## config.mk

```make
export PLATFORM = sky130hd
export DESIGN_NAME = uart_tx_arbiter
export DESIGN_NICKNAME = d
export VERILOG_FILES = /design/src/rtl/uart_tx_arbiter.sv
export SDC_FILE = /design/constraint.sdc
export NUM_CORES = 1
export LEC_CHECK = 0
export ABC_AREA = 1
export CAP_MARGIN = 20
export CORE_ASPECT_RATIO = 0.5
export CORE_MARGIN = 2
export CORE_UTILIZATION = 45
export CTS_BUF_LIST = sky130_fd_sc_hd__clkbuf_4 sky130_fd_sc_hd__clkbuf_8
export DETAILED_ROUTE_END_ITERATION = 16
export PLACE_DENSITY = 0.79
export SETUP_SLACK_MARGIN = 0.15
export SYNTH_ARGS = -nofsm -noshare
export SYNTH_HDL_FRONTEND = slang
export SYNTH_SLANG_ARGS = --single-unit
```

## constraint.sdc

```tcl
create_clock -name clk -period 1.9 [get_ports clk]
set_input_delay 0.475 -clock clk [delete_from_list [all_inputs] [get_ports clk]]
set_output_delay 0.475 -clock clk [all_outputs]
set_load 0.005 [all_outputs]
```

## src/rtl/uart_tx_arbiter.sv

```systemverilog
// Round-robin arbiter sharing one UART transmitter among NUM_REQ byte producers.
// Grants are held for bursts of up to MAX_BURST bytes and guarded by a start timeout.
module uart_tx_arbiter #(
  parameter int NUM_REQ       = 4,
  parameter int MAX_BURST     = 4,
  parameter int START_TIMEOUT = 16
) (
  input  logic                   clk,
  input  logic                   reset,
  input  logic [NUM_REQ-1:0]     i_Req_Valid,
  input  logic [8*NUM_REQ-1:0]   i_Req_Byte,
  input  logic [NUM_REQ-1:0]     i_Req_Last,
  output logic [NUM_REQ-1:0]     o_Req_Ack,
  output logic [NUM_REQ-1:0]     o_Grant,
  output logic                   o_Tx_Ready,
  output logic [7:0]             o_Tx_Byte,
  input  logic                   i_Tx_Active,
  input  logic                   i_Tx_Done,
  output logic                   o_Busy,
  output logic                   o_Timeout_Err,
  input  logic                   i_Err_Clear
);

  localparam int             PW        = (NUM_REQ > 1) ? $clog2(NUM_REQ) : 1;
  localparam int             BW        = $clog2(MAX_BURST + 1);
  localparam logic [PW-1:0]  PTR_RST   = PW'(NUM_REQ - 1);
  localparam logic [BW-1:0]  BURST_MAX = BW'(MAX_BURST);
  localparam logic [7:0]     TO_LIMIT  = 8'(START_TIMEOUT);

  typedef enum logic [1:0] {
    S_IDLE        = 2'd0,
    S_LOAD        = 2'd1,
    S_WAIT_ACTIVE = 2'd2,
    S_WAIT_DONE   = 2'd3
  } state_t;

  state_t         r_state;
  logic [PW-1:0]  r_ptr;
  logic [PW-1:0]  r_gidx;
  logic [BW-1:0]  r_burst;
  logic [7:0]     r_tcnt;
  logic           r_last;

  logic [NUM_REQ-1:0] w_pick;
  logic [PW-1:0]      w_pick_idx;
  logic [7:0]         w_bytes [NUM_REQ];
  logic [7:0]         w_sel_byte;
  logic               w_sel_last;
  logic               w_sel_valid;
  logic               w_release;

  // First valid requester found searching upward from ptr+1, wrapping.
  function automatic logic [NUM_REQ-1:0] f_rr_pick(input logic [NUM_REQ-1:0] valid,
                                                   input logic [PW-1:0] ptr);
    logic [NUM_REQ-1:0] pick;
    logic [PW-1:0]      idx;
    logic               found;
    pick  = '0;
    found = 1'b0;
    for (int i = 1; i <= NUM_REQ; i++) begin
      idx = PW'((int'(ptr) + i) % NUM_REQ);
      if (!found && valid[idx]) begin
        pick[idx] = 1'b1;
        found     = 1'b1;
      end
    end
    return pick;
  endfunction

  function automatic logic [PW-1:0] f_onehot_idx(input logic [NUM_REQ-1:0] oh);
    logic [PW-1:0] idx;
    idx = '0;
    for (int i = 0; i < NUM_REQ; i++) begin
      if (oh[i]) idx = PW'(i);
    end
    return idx;
  endfunction

  for (genvar k = 0; k < NUM_REQ; k++) begin : g_unpack
    assign w_bytes[k] = i_Req_Byte[8*k +: 8];
  end

  assign w_pick      = f_rr_pick(i_Req_Valid, r_ptr);
  assign w_pick_idx  = f_onehot_idx(w_pick);
  assign w_sel_byte  = w_bytes[r_gidx];
  assign w_sel_last  = i_Req_Last[r_gidx];
  assign w_sel_valid = i_Req_Valid[r_gidx];
  assign w_release   = r_last | (r_burst == BURST_MAX) | ~w_sel_valid;

  // Done takes priority over active in WAIT_ACTIVE so a frame ending in the
  // same cycle it is reported active can never strand the FSM in WAIT_DONE.
  always_ff @(posedge clk) begin
    if (reset) begin
      r_state       <= S_IDLE;
      r_ptr         <= PTR_RST;
      r_gidx        <= '0;
      r_burst       <= '0;
      r_tcnt        <= 8'd0;
      r_last        <= 1'b0;
      o_Grant       <= '0;
      o_Req_Ack     <= '0;
      o_Tx_Ready    <= 1'b0;
      o_Tx_Byte     <= 8'h00;
      o_Busy        <= 1'b0;
      o_Timeout_Err <= 1'b0;
    end else begin
      o_Req_Ack  <= '0;
      o_Tx_Ready <= 1'b0;
      if (i_Err_Clear) begin
        o_Timeout_Err <= 1'b0;
      end
      case (r_state)
        S_IDLE: begin
          if (|i_Req_Valid) begin
            o_Grant <= w_pick;
            r_gidx  <= w_pick_idx;
            r_burst <= '0;
            o_Busy  <= 1'b1;
            r_state <= S_LOAD;
          end
        end
        S_LOAD: begin
          o_Tx_Byte  <= w_sel_byte;
          r_last     <= w_sel_last;
          o_Req_Ack  <= o_Grant;
          o_Tx_Ready <= 1'b1;
          if (r_burst != BURST_MAX) begin
            r_burst <= r_burst + BW'(1);
          end
          r_tcnt  <= 8'd0;
          r_state <= S_WAIT_ACTIVE;
        end
        S_WAIT_ACTIVE, S_WAIT_DONE: begin
          if (i_Tx_Done) begin
            if (w_release) begin
              r_ptr   <= r_gidx;
              o_Grant <= '0;
              o_Busy  <= 1'b0;
              r_state <= S_IDLE;
            end else begin
              r_state <= S_LOAD;
            end
          end else if (r_state == S_WAIT_ACTIVE) begin
            if (i_Tx_Active) begin
              r_state <= S_WAIT_DONE;
            end else if (r_tcnt == TO_LIMIT) begin
              o_Timeout_Err <= 1'b1;
              r_ptr         <= r_gidx;
              o_Grant       <= '0;
              o_Busy        <= 1'b0;
              r_state       <= S_IDLE;
            end else begin
              r_tcnt <= r_tcnt + 8'd1;
            end
          end
        end
        default: begin
          o_Grant <= '0;
          o_Busy  <= 1'b0;
          r_state <= S_IDLE;
        end
      endcase
    end
  end

endmodule

```

==> metrics.md, run 1 <==
| Metric | Value |
|---|---|
| Status | `finished, final reports clean` |
| Max Buffers Root-to-Sink | `2` |
| Cell taking the most area after synthesis | `dfxtp_1` |
| Sw Share | `0.330` |
| Die W | `106 um` |
| Hold-fix buffers, CTS | `0` |
| Gate power share | `0.359` |
| GRT overflow | `0` |
| DR DRC count | `0` |
| Core area | `4980 um2` |
| Clock power share | `0.275` |
| DRT Pass-1 Iters | `4` |
| Clk_lat worst skew | `0.28 ns` |
| Setup Slack @ Placement | `-0.135 ns` |
| Vias per cell | `5.13` |
| Fin nets | `478` |
| Reg clk slew, reported paths | `0.08 ns` |
| Hold path depth | `2` |
| Critical R2R Launch | `r_tcnt[4]$_SDFFE_PP0P_` |
| Cell Rows | `18` |
| Netlist cell types | `36` |
| Slew @ Worst Pin | `0.405 ns` |
| Storage cell area | `747 um2` |
| Worst path required time | `2.07 ns` |
| TritonCTS buffer count | `5` |
| Hold Path Sink | `o_Req_Ack[3]$_SDFF_PP0_` |
| Detail Placement HPWL | `4760 um` |
| CP Class | `in -> reg` |
| DRT antenna net count | `0` |
| Total I/O pin count | `64` |
| Min-Delay Startpoint | `o_Grant[3]$_SDFFE_PP0P_` |
| PD cells | `774 nW/um2` |
| TritonCTS clock tree | `done` |
| Root Buffer Master | `clkbuf_8` |
| Worst setup SP type | `input pin` |
| CP arrival | `1.93 ns` |
| Synth top area share | `0.314` |
| Sequential element share of the synthesized area | `0.314` |
| Cells after synthesis | `340` |
| Internal power | `1.73 mW` |
| Asr flop ratio synth | `0` |
| Fin. max-slew vios | `0` |
| Yosys synthesis warning count | `0` |
| Vias in the first global route | `2407` |
| Final Hold Viols | `0` |
| Final period utilization | `0.926` |
| Hold crit path type | `reg -> reg` |
| Final setup margin | `0.140 ns` |
| CP max-delay cell | `clkdlybuf4s50_1` |
| Peak VDD IR | `0.000453 V` |
| Die height | `55.2 um` |
| RSZ-0062 raised after global routing | `yes` |
| Post-synth EDFFs | `0` |
| FF+latch count, synth | `37` |
| Count leader, synth | `nand2_1` |
| Syn nets | `397` |
| Final setup viols | `0` |
| Synth cell count leaders | `65 x nand2_1, 39 x inv_1, 38 x nor2_1, 37 x dfxtp_1, 33 x nand3_1` |
| Layout cells sized above 1 | `0.147` |
| Routed via count | `2523` |
| R2R cell count | `8` |
| Leakage | `1.47 nW` |
| Die area | `5870 um2` |
| N_diodes | `0` |
| Global-route wire length before repair | `10400 um` |
| Slew headroom | `0.729` |
| Clock skew | `0.00387 ns` |
| DRT Wirelength | `6260 um` |
| Buffers on Ports | `63` |
| Synth area leaders | `dfxtp_1 31%, nand2_1 10%, nand3_1 7.0%` |
| Clock Sinks | `37` |
| Max-Cap Viols | `0` |
| Net switching power | `851 uW` |
| Slowest cell delay on critical path | `0.51 ns` |
| Overall Global Routing Usage | `0.214` |
| FILL cells | `420` |
| Initial antenna violation count | `0` |
| Final core utilization | `0.669` |
| Critical path, cell by cell | `clkdlybuf4s50_1, inv_1, nand4_1, nand2_2, nand2_1, nor2_1, o21ai_0, inv_1` |
| RR Endpoint | `r_tcnt[2]$_SDFFE_PP0P_` |
| Starting density of the core | `0.474` |
| Synthesized area | `2360 um2` |
| Multi-input logic area | `1400 um2` |
| GPL Wtd Cong | `0.905` |
| Fin crit period | `1.76 ns` |
| Largest net degree at the start of global routing | `21` |
| CP Max Fanout | `5` |
| Post-CTS Setup Repair Bufs | `0` |
| Max Freq | `568 MHz` |
| Drt wl/cell | `12.7 um` |
| Initial detailed-routing violation count | `153` |
| Most used cell, CP | `inv_1` |
| Area growth syn-to-layout | `41.1%` |
| Total power | `2.58 mW` |
| H-tree depth | `2` |
| Power share of the sequential group | `0.366` |
| Element type at the critical path end | `flip-flop` |
| R2r setup slk | `0.28 ns` |
| Mean Syn Cell Area | `6.94 um2` |
| Prevailing post-synth register cell | `dfxtp_1` |
[critical path: cells and delay by family]
family / cells / cell delay [ns]
compound gates: 1 / 0.27
buf+inv: 3 / 0.67
simple gates: 4 / 0.50
[kinds of logic after synthesis]
logic type / after synthesis / share of synthesized area
buf+inv: 55 / 0.103
xor+xnor: 2 / 0.00742
compound gates: 66 / 0.163
flops: 37 / 0.314
simple gates: 168 / 0.348
fa+ha+maj: 12 / 0.0636
[routing by layer]
layer	wire length (um)	up-vias	GRT usage
li1	-	1280	-
met1	2810	1165	0.265
met2	3050	66	0.371
met3	293	12	0.0472
met4	104	0	0.0705
met5	0	-	0
[per-stage QoR]
| step | instances | TNS [ns] | hold WS (ns) | area (um2) |
|---|---|---|---|---|
| 6_report | 492 | 0 | 0.456 | 3330 |
| 3_3_place_gp | 484 | -0.323 | 0.435 | 3180 |
| 5_1_grt | 492 | 0 | 0.466 | 3330 |
| 2_1_floorplan | 340 | 0 | 0.438 | 2360 |
| 3_5_place_dp | 484 | -0.770 | 0.438 | 3180 |
| 4_1_cts | 492 | 0 | 0.455 | 3300 |
[flip-flops by register name (all words and copies together), names as in the netlist]
register / flops
o_Tx_Byte: 8
r_tcnt: 8
r_gidx: 2
o_Grant: 4
r_last: 1
r_state: 2
o_Timeout_Err: 1
r_ptr: 2
r_burst: 3
o_Busy: 1
o_Req_Ack: 4
o_Tx_Ready: 1
[power groups by stage]
| stage | Sequential (mW) | Clock (mW) | Combinational [mW] |
|---|---|---|---|
| 3_5_place_dp | 0.955 | 0 | 0.897 |
| 6_report | 0.943 | 0.710 | 0.926 |
| 3_3_place_gp | 0.956 | 0 | 0.866 |
| 5_1_grt | 0.954 | 0.764 | 1.02 |
| 2_1_floorplan | 0.932 | 0 | 0.551 |
| 4_1_cts | 0.940 | 0.721 | 0.912 |
[area by class of cell]
class | instances | area share
clock inverter | 2 | 0.0113
tap | 70 | 0.0263
clock buffer | 6 | 0.0248
timing repair buffer | 86 | 0.244
sequential | 37 | 0.224
multi-input combinational | 248 | 0.420
inverter | 43 | 0.0500
[cells in the final DEF, fill, tap and decap left out, drive strengths merged, types with 6 or more instances in the layout]
master / Yosys / layout
inv: 43 / 43
buf: 6 / 23
nand2: 72 / 72
clkdlybuf4s50: 0 / 60
o22ai: 7 / 7
nand3: 38 / 38
o21ai: 27 / 27
a21oi: 22 / 22
clkbuf: 6 / 6
nor2: 42 / 42
a22o: 7 / 7
ha: 12 / 12
dfxtp: 37 / 37
[how the worst max path moves through the flow]
stage / slack [ns] / to / cells past startpoint / startpoint
6_report: 0.14 / r_burst[0]$_SDFFE_PP0P_ / 8 / i_Req_Valid[2]
2_1_floorplan: 0.16 / r_gidx[0]$_SDFFE_PP0P_ / 12 / r_ptr[0]$_SDFFE_PP1P_
4_1_cts: 0.15 / r_gidx[1]$_SDFFE_PP0P_ / 11 / r_ptr[0]$_SDFFE_PP1P_
3_3_place_gp: -0.07 / r_gidx[1]$_SDFFE_PP0P_ / 11 / i_Req_Valid[3]
3_5_place_dp: -0.13 / r_gidx[1]$_SDFFE_PP0P_ / 11 / i_Req_Valid[3]
5_1_grt: 0.11 / r_gidx[0]$_SDFFE_PP0P_ / 11 / i_Req_Valid[2]
[repair_timing]
action | in CTS | in global routing
endpoints found under the setup margin | 1 | 13
gates resized for setup | 1 | 10
gates cloned | 0 | 0
pin swaps | 0 | 0
(Power assumes the default switching activity.)
==> run 2, diff against run 1 <==
--- a/constraint.sdc
+++ b/constraint.sdc
@@ -3,2 +3,2 @@
 set_output_delay 0.475 -clock clk [all_outputs]
-set_load 0.005 [all_outputs]
+set_load 0.1 [all_outputs]
==> run 2 against run 1 <==
- global-route usage up 0.95 points
- clock skew up 0.0020 ns
- critical path depth up 3
- register-to-register slack about the same
- total power up 14%
- combinational power up 49%
- core utilization up 4.0 points
- non-clock buffer count up 1
- design area up 5.9%
- largest power group is now combinational logic
==> metrics.md, run 2 (synthesis results as in run 1) <==
| Metric | Value |
|---|---|
| DRT Pass-1 Iters | `5` |
| Peak VDD IR | `0.000399 V` |
| Overall Global Routing Usage | `0.223` |
| Final setup margin | `0.276 ns` |
| GPL Wtd Cong | `0.902` |
| Slew headroom | `0.723` |
| Top Metal Used | `met4` |
| Setup TNS | `0 ns` |
| Worst setup SP type | `flip-flop` |
| Hold Worst Slack | `0.482 ns` |
| Vias per cell | `5.20` |
| Max Freq | `616 MHz` |
| Element type at the critical path end | `flip-flop` |
| H-tree depth | `2` |
| Leakage | `1.57 nW` |
| Final Hold Viols | `0` |
| Max Buffers Root-to-Sink | `2` |
| PD cells | `832 nW/um2` |
| Die height | `55.2 um` |
| Vias in the first global route | `2396` |
| Final period utilization | `0.855` |
| CP Class | `reg -> reg` |
| Max-Cap Viols | `0` |
| Post-Route M1 WL | `2850 um` |
| Largest net degree at the start of global routing | `21` |
| Setup Slack @ Placement | `-0.152 ns` |
| DR DRC count | `0` |
| Clock Sinks | `37` |
| Worst path required time | `2.08 ns` |
| Initial detailed-routing violation count | `137` |
| CP Max Fanout | `5` |
| Global-route wire length before repair | `10700 um` |
| Biggest regs | `o_Tx_Byte: 8 flops, r_tcnt: 8 flops` |
| DRT antenna net count | `0` |
| TritonCTS clock tree | `done` |
| CP arrival | `1.81 ns` |
| Fin crit period | `1.62 ns` |
| Clk_lat worst skew | `0.29 ns` |
| Cell Rows | `18` |
| GRT overflow | `0` |
| Status | `finished, final reports clean` |
| Commonest cells after routing, fill and taps aside | `60 x nand2_1, 40 x clkdlybuf4s50_1, 38 x inv_1` |
| Clock skew | `0.00589 ns` |
| Buffers on Ports | `63` |
| Fin. max-slew vios | `0` |
| Layout cells sized above 1 | `0.217` |
| Slew @ Worst Pin | `0.415 ns` |
| Starting density of the core | `0.474` |
| TritonCTS buffer count | `5` |
| Detail Placement HPWL | `5030 um` |
| Final setup viols | `0` |
| RSZ-0062 raised after global routing | `no` |
| Fin nets | `479` |
| DRT Wirelength | `6590 um` |
| Die area | `5870 um2` |
| FILL cells | `386` |
| Area growth syn-to-layout | `49.5%` |
| Total power | `2.94 mW` |
| Reg clk slew, reported paths | `0.07 ns` |
| Commonest non-fill, non-tap cell in the layout | `nand2_1` |
| Initial antenna violation count | `0` |
| Hold-fix buffers, CTS | `0` |
| DR WL met2 | `3330 um` |
| Hold crit path type | `reg -> reg` |
| Die W | `106 um` |
| Total I/O pin count | `64` |
| Drt wl/cell | `13.4 um` |
| N_diodes | `0` |
| Root Buffer Master | `clkbuf_8` |
| Routed via count | `2564` |
| Core area | `4980 um2` |
| DR WL met3 | `293 um` |
## run 2: cell count changes in the layout (fill, tap and decap cells not counted), moves of 3 or more
| cell | change |
|---|---|
| clkdlybuf4s50_1 | -20 |
| buf_12 | +19 |
| dfxtp_1 | -3 |
| dfxtp_2 | +3 |
| nand2_1 | -3 |
| nand2_2 | +3 |
## run 2: worst max-delay path, stage by stage (launching register included)
cell and delay, ns:
dfxtp_2 0.35, inv_1 0.08, ha_4 0.30, inv_2 0.05, nand3_4 0.10, nand2_4 0.08
nand2_4 0.10, inv_2 0.07, nand3_1 0.08, nand3_2 0.10, nor2_2 0.13, a21oi_1 0.08
## run 2: final timing paths
check                       endpoint  depth (start not counted)               startpoint  slack, ns
max           r_gidx[1]$_SDFFE_PP0P_                         11    r_ptr[1]$_SDFFE_PP1P_       0.28
min          o_Req_Ack[0]$_SDFF_PP0_                          2  o_Grant[0]$_SDFFE_PP0P_       0.48
max reg2reg   r_gidx[1]$_SDFFE_PP0P_                         11    r_ptr[1]$_SDFFE_PP1P_       0.28
min reg2reg  o_Req_Ack[0]$_SDFF_PP0_                          2  o_Grant[0]$_SDFFE_PP0P_       0.48
## run 2: timing repair
action                                  4_1_cts  5_1_grt
pin swaps                                     0        6
setup buffers                                 0        1
endpoints found under the setup margin        4       16
cloned                                        0        0
gates resized for setup                       1       20
## run 2: final cells by class
| cell class | instances | area, um2 | share of cell area |
|---|---|---|---|
| clock buffer | 6 | 82.6 | 0.0234 |
| clock inverter | 2 | 13.8 | 0.00390 |
| inverter | 43 | 166 | 0.0472 |
| multi-input combinational | 248 | 1420 | 0.401 |
| sequential | 37 | 751 | 0.213 |
| tap | 70 | 87.6 | 0.0248 |
| timing repair buffer | 87 | 1010 | 0.287 |
## run 2: stage by stage
step	std cells	utilization	area, um2
global placement	484	0.676	3370
floorplan	340	-	2360
detailed placement	484	0.676	3370
CTS	492	0.696	3460
global route	493	0.709	3530
finish	493	0.709	3530
## run 2: metal layers
layer	track usage	vias up
met1	0.260	1202
met5	0	-
met2	0.406	61
li1	-	1286
met4	0.0705	0
met3	0.0543	15
## run 2: report_power, final
| group | leakage (nW) | internal (mW) | switching [mW] |
|---|---|---|---|
| clock | 0.0512 | 0.294 | 0.290 |
| combinational | 1.22 | 0.540 | 0.838 |
| sequential | 0.303 | 0.865 | 0.108 |
| total | 1.57 | 1.70 | 1.24 |
==> run 3, diff against run 2 <==
- CORE_ASPECT_RATIO: 0.5 -> not set
==> run 3 against run 2 <==
- setup slack worse by 0.050 ns
- clock power down 3.8%
- global-route usage down 1.7 points
- worst hold slack better by 0.0062 ns
- sequential power down 0.4%
- die area down 0.60%
- routed wire length down 12%
- via count down 2.6%
- critical path depth unchanged
- flip-flop and latch count unchanged
- critical path type is now in -> reg
==> metrics.md, run 3 (synthesis results as in run 1) <==
| Metric | Value |
|---|---|
| Max Freq | `598 MHz` |
| GPL Wtd Cong | `0.959` |
| Max Buffers Root-to-Sink | `2` |
| Largest net degree at the start of global routing | `21` |
| CP Class | `in -> reg` |
| Fin. max-slew vios | `0` |
| TritonCTS clock tree | `done` |
| Final period utilization | `0.881` |
| Detail Placement HPWL | `4540 um` |
| Layout cells sized above 1 | `0.195` |
| Element type at the critical path end | `flip-flop` |
| H-tree depth | `2` |
| Core area | `5070 um2` |
| Area growth syn-to-layout | `47.4%` |
| Fin crit period | `1.67 ns` |
| Die height | `76.4 um` |
| Total I/O pin count | `64` |
| DRT antenna net count | `0` |
| DR DRC count | `0` |
| Leakage | `1.54 nW` |
| DRT Wirelength | `5790 um` |
| Overall Global Routing Usage | `0.206` |
| CP arrival | `1.90 ns` |
| Clock Sinks | `37` |
| Die area | `5840 um2` |
| PD cells | `823 nW/um2` |
| Clock skew | `0.00428 ns` |
| RSZ-0062 raised after global routing | `no` |
| Starting density of the core | `0.465` |
| Drt wl/cell | `11.8 um` |
| Max-Cap Viols | `0` |
| Slew @ Worst Pin | `0.445 ns` |
| TritonCTS buffer count | `5` |
| Status | `finished, final reports clean` |
| Commonest non-fill, non-tap cell in the layout | `nand2_1` |
| Biggest regs | `o_Tx_Byte: 8 flops, r_tcnt: 8 flops` |
| Routed via count | `2498` |
| Cell Rows | `26` |
| Initial antenna violation count | `0` |
| Worst path required time | `2.12 ns` |
| Vias per cell | `5.10` |
| Clk_lat worst skew | `0.28 ns` |
| Root Buffer Master | `clkbuf_8` |
| Total power | `2.86 mW` |
| Post-CTS Setup Repair Bufs | `0` |
| GRT overflow | `0` |
| Global-route wire length before repair | `10000 um` |
| Hold crit path type | `reg -> reg` |
| Reg clk slew, reported paths | `0.07 ns` |
| Setup TNS | `0 ns` |
| DRT Pass-1 Iters | `4` |
| Final core utilization | `0.685` |
| Vias in the first global route | `2360` |
| N_diodes | `0` |
| Buffers on Ports | `63` |
| Final Hold Viols | `0` |
| CP Max Fanout | `5` |
| Fin nets | `476` |
| Peak VDD IR | `0.000472 V` |
| Initial detailed-routing violation count | `142` |
| Worst setup SP type | `input pin` |
| Die W | `76.4 um` |
| Slew headroom | `0.703` |
| Final setup viols | `0` |
| Commonest cells after routing, fill and taps aside | `63 x nand2_1, 41 x clkdlybuf4s50_1, 38 x nor2_1` |
## run 3: changes by cell type in the layout (fill, tap and decap cells not counted), moves of 3 or more
cell and change:
dfxtp_1 +3, buf_4 -3, clkbuf_4 +3, nand2_1 +3, nand2_2 -3
## run 3: layer usage
metal	vias up	global-route usage	part of all wire
met5	-	0	0
met2	73	0.375	0.51
li1	1278	-	-
met4	0	0.0473	0.0036
met1	1145	0.231	0.41
met3	2	0.0711	0.069
## run 3: report_power, final
part / internal, mW / switching [mW] / total [mW]
clock: 0.303 / 0.258 / 0.562
combinational: 0.520 / 0.813 / 1.33
sequential: 0.865 / 0.104 / 0.969
## run 3: through the flow
| step | hold WS [ns] | instance area [um2] | instances | setup slack [ns] |
|---|---|---|---|---|
| 2_1_floorplan | 0.451 | 2360 | 340 | 0.160 |
| 3_3_place_gp | 0.474 | 3350 | 482 | -0.0998 |
| 3_5_place_dp | 0.485 | 3350 | 482 | -0.141 |
| 4_1_cts | 0.495 | 3440 | 490 | 0.144 |
| 5_1_grt | 0.511 | 3480 | 490 | 0.160 |
| 6_report | 0.488 | 3480 | 490 | 0.226 |
## run 3: repair_timing
| item | 4_1_cts | 5_1_grt |
|---|---|---|
| hold buffers | 0 | 0 |
| setup endpoints to repair | 3 | 8 |
| gates resized for setup | 2 | 10 |
| hold endpoints to repair | 0 | 0 |
| cloned | 0 | 0 |
## run 3: final cells by class
cell class / instances / area (um2)
clock buffer: 8 / 91.3
tap: 70 / 87.6
timing repair buffer: 84 / 982
inverter: 43 / 166
sequential: 37 / 744
multi-input combinational: 248 / 1410
fill: 427 / 1600
## run 3: final timing paths
| path | slack [ns] | from | end | cells after the start |
|---|---|---|---|---|
| max | 0.23 | i_Req_Valid[0] | r_gidx[0]$_SDFFE_PP0P_ | 11 |
| min | 0.49 | o_Grant[0]$_SDFFE_PP0P_ | o_Req_Ack[0]$_SDFF_PP0_ | 2 |
| max reg2reg | 0.28 | r_ptr[0]$_SDFFE_PP1P_ | r_gidx[0]$_SDFFE_PP0P_ | 12 |
| min reg2reg | 0.49 | o_Grant[0]$_SDFFE_PP0P_ | o_Req_Ack[0]$_SDFF_PP0_ | 2 |
## run 3: worst max-delay path, stage by stage
cell and delay, ns:
clkdlybuf4s50_1 0.49, nand2_1 0.13, nand3_4 0.12, nand2_4 0.07
nand2_4 0.09, inv_2 0.06, nand3_2 0.06, nand2_2 0.06
nor2_2 0.14, nand2_1 0.08, a21oi_2 0.11
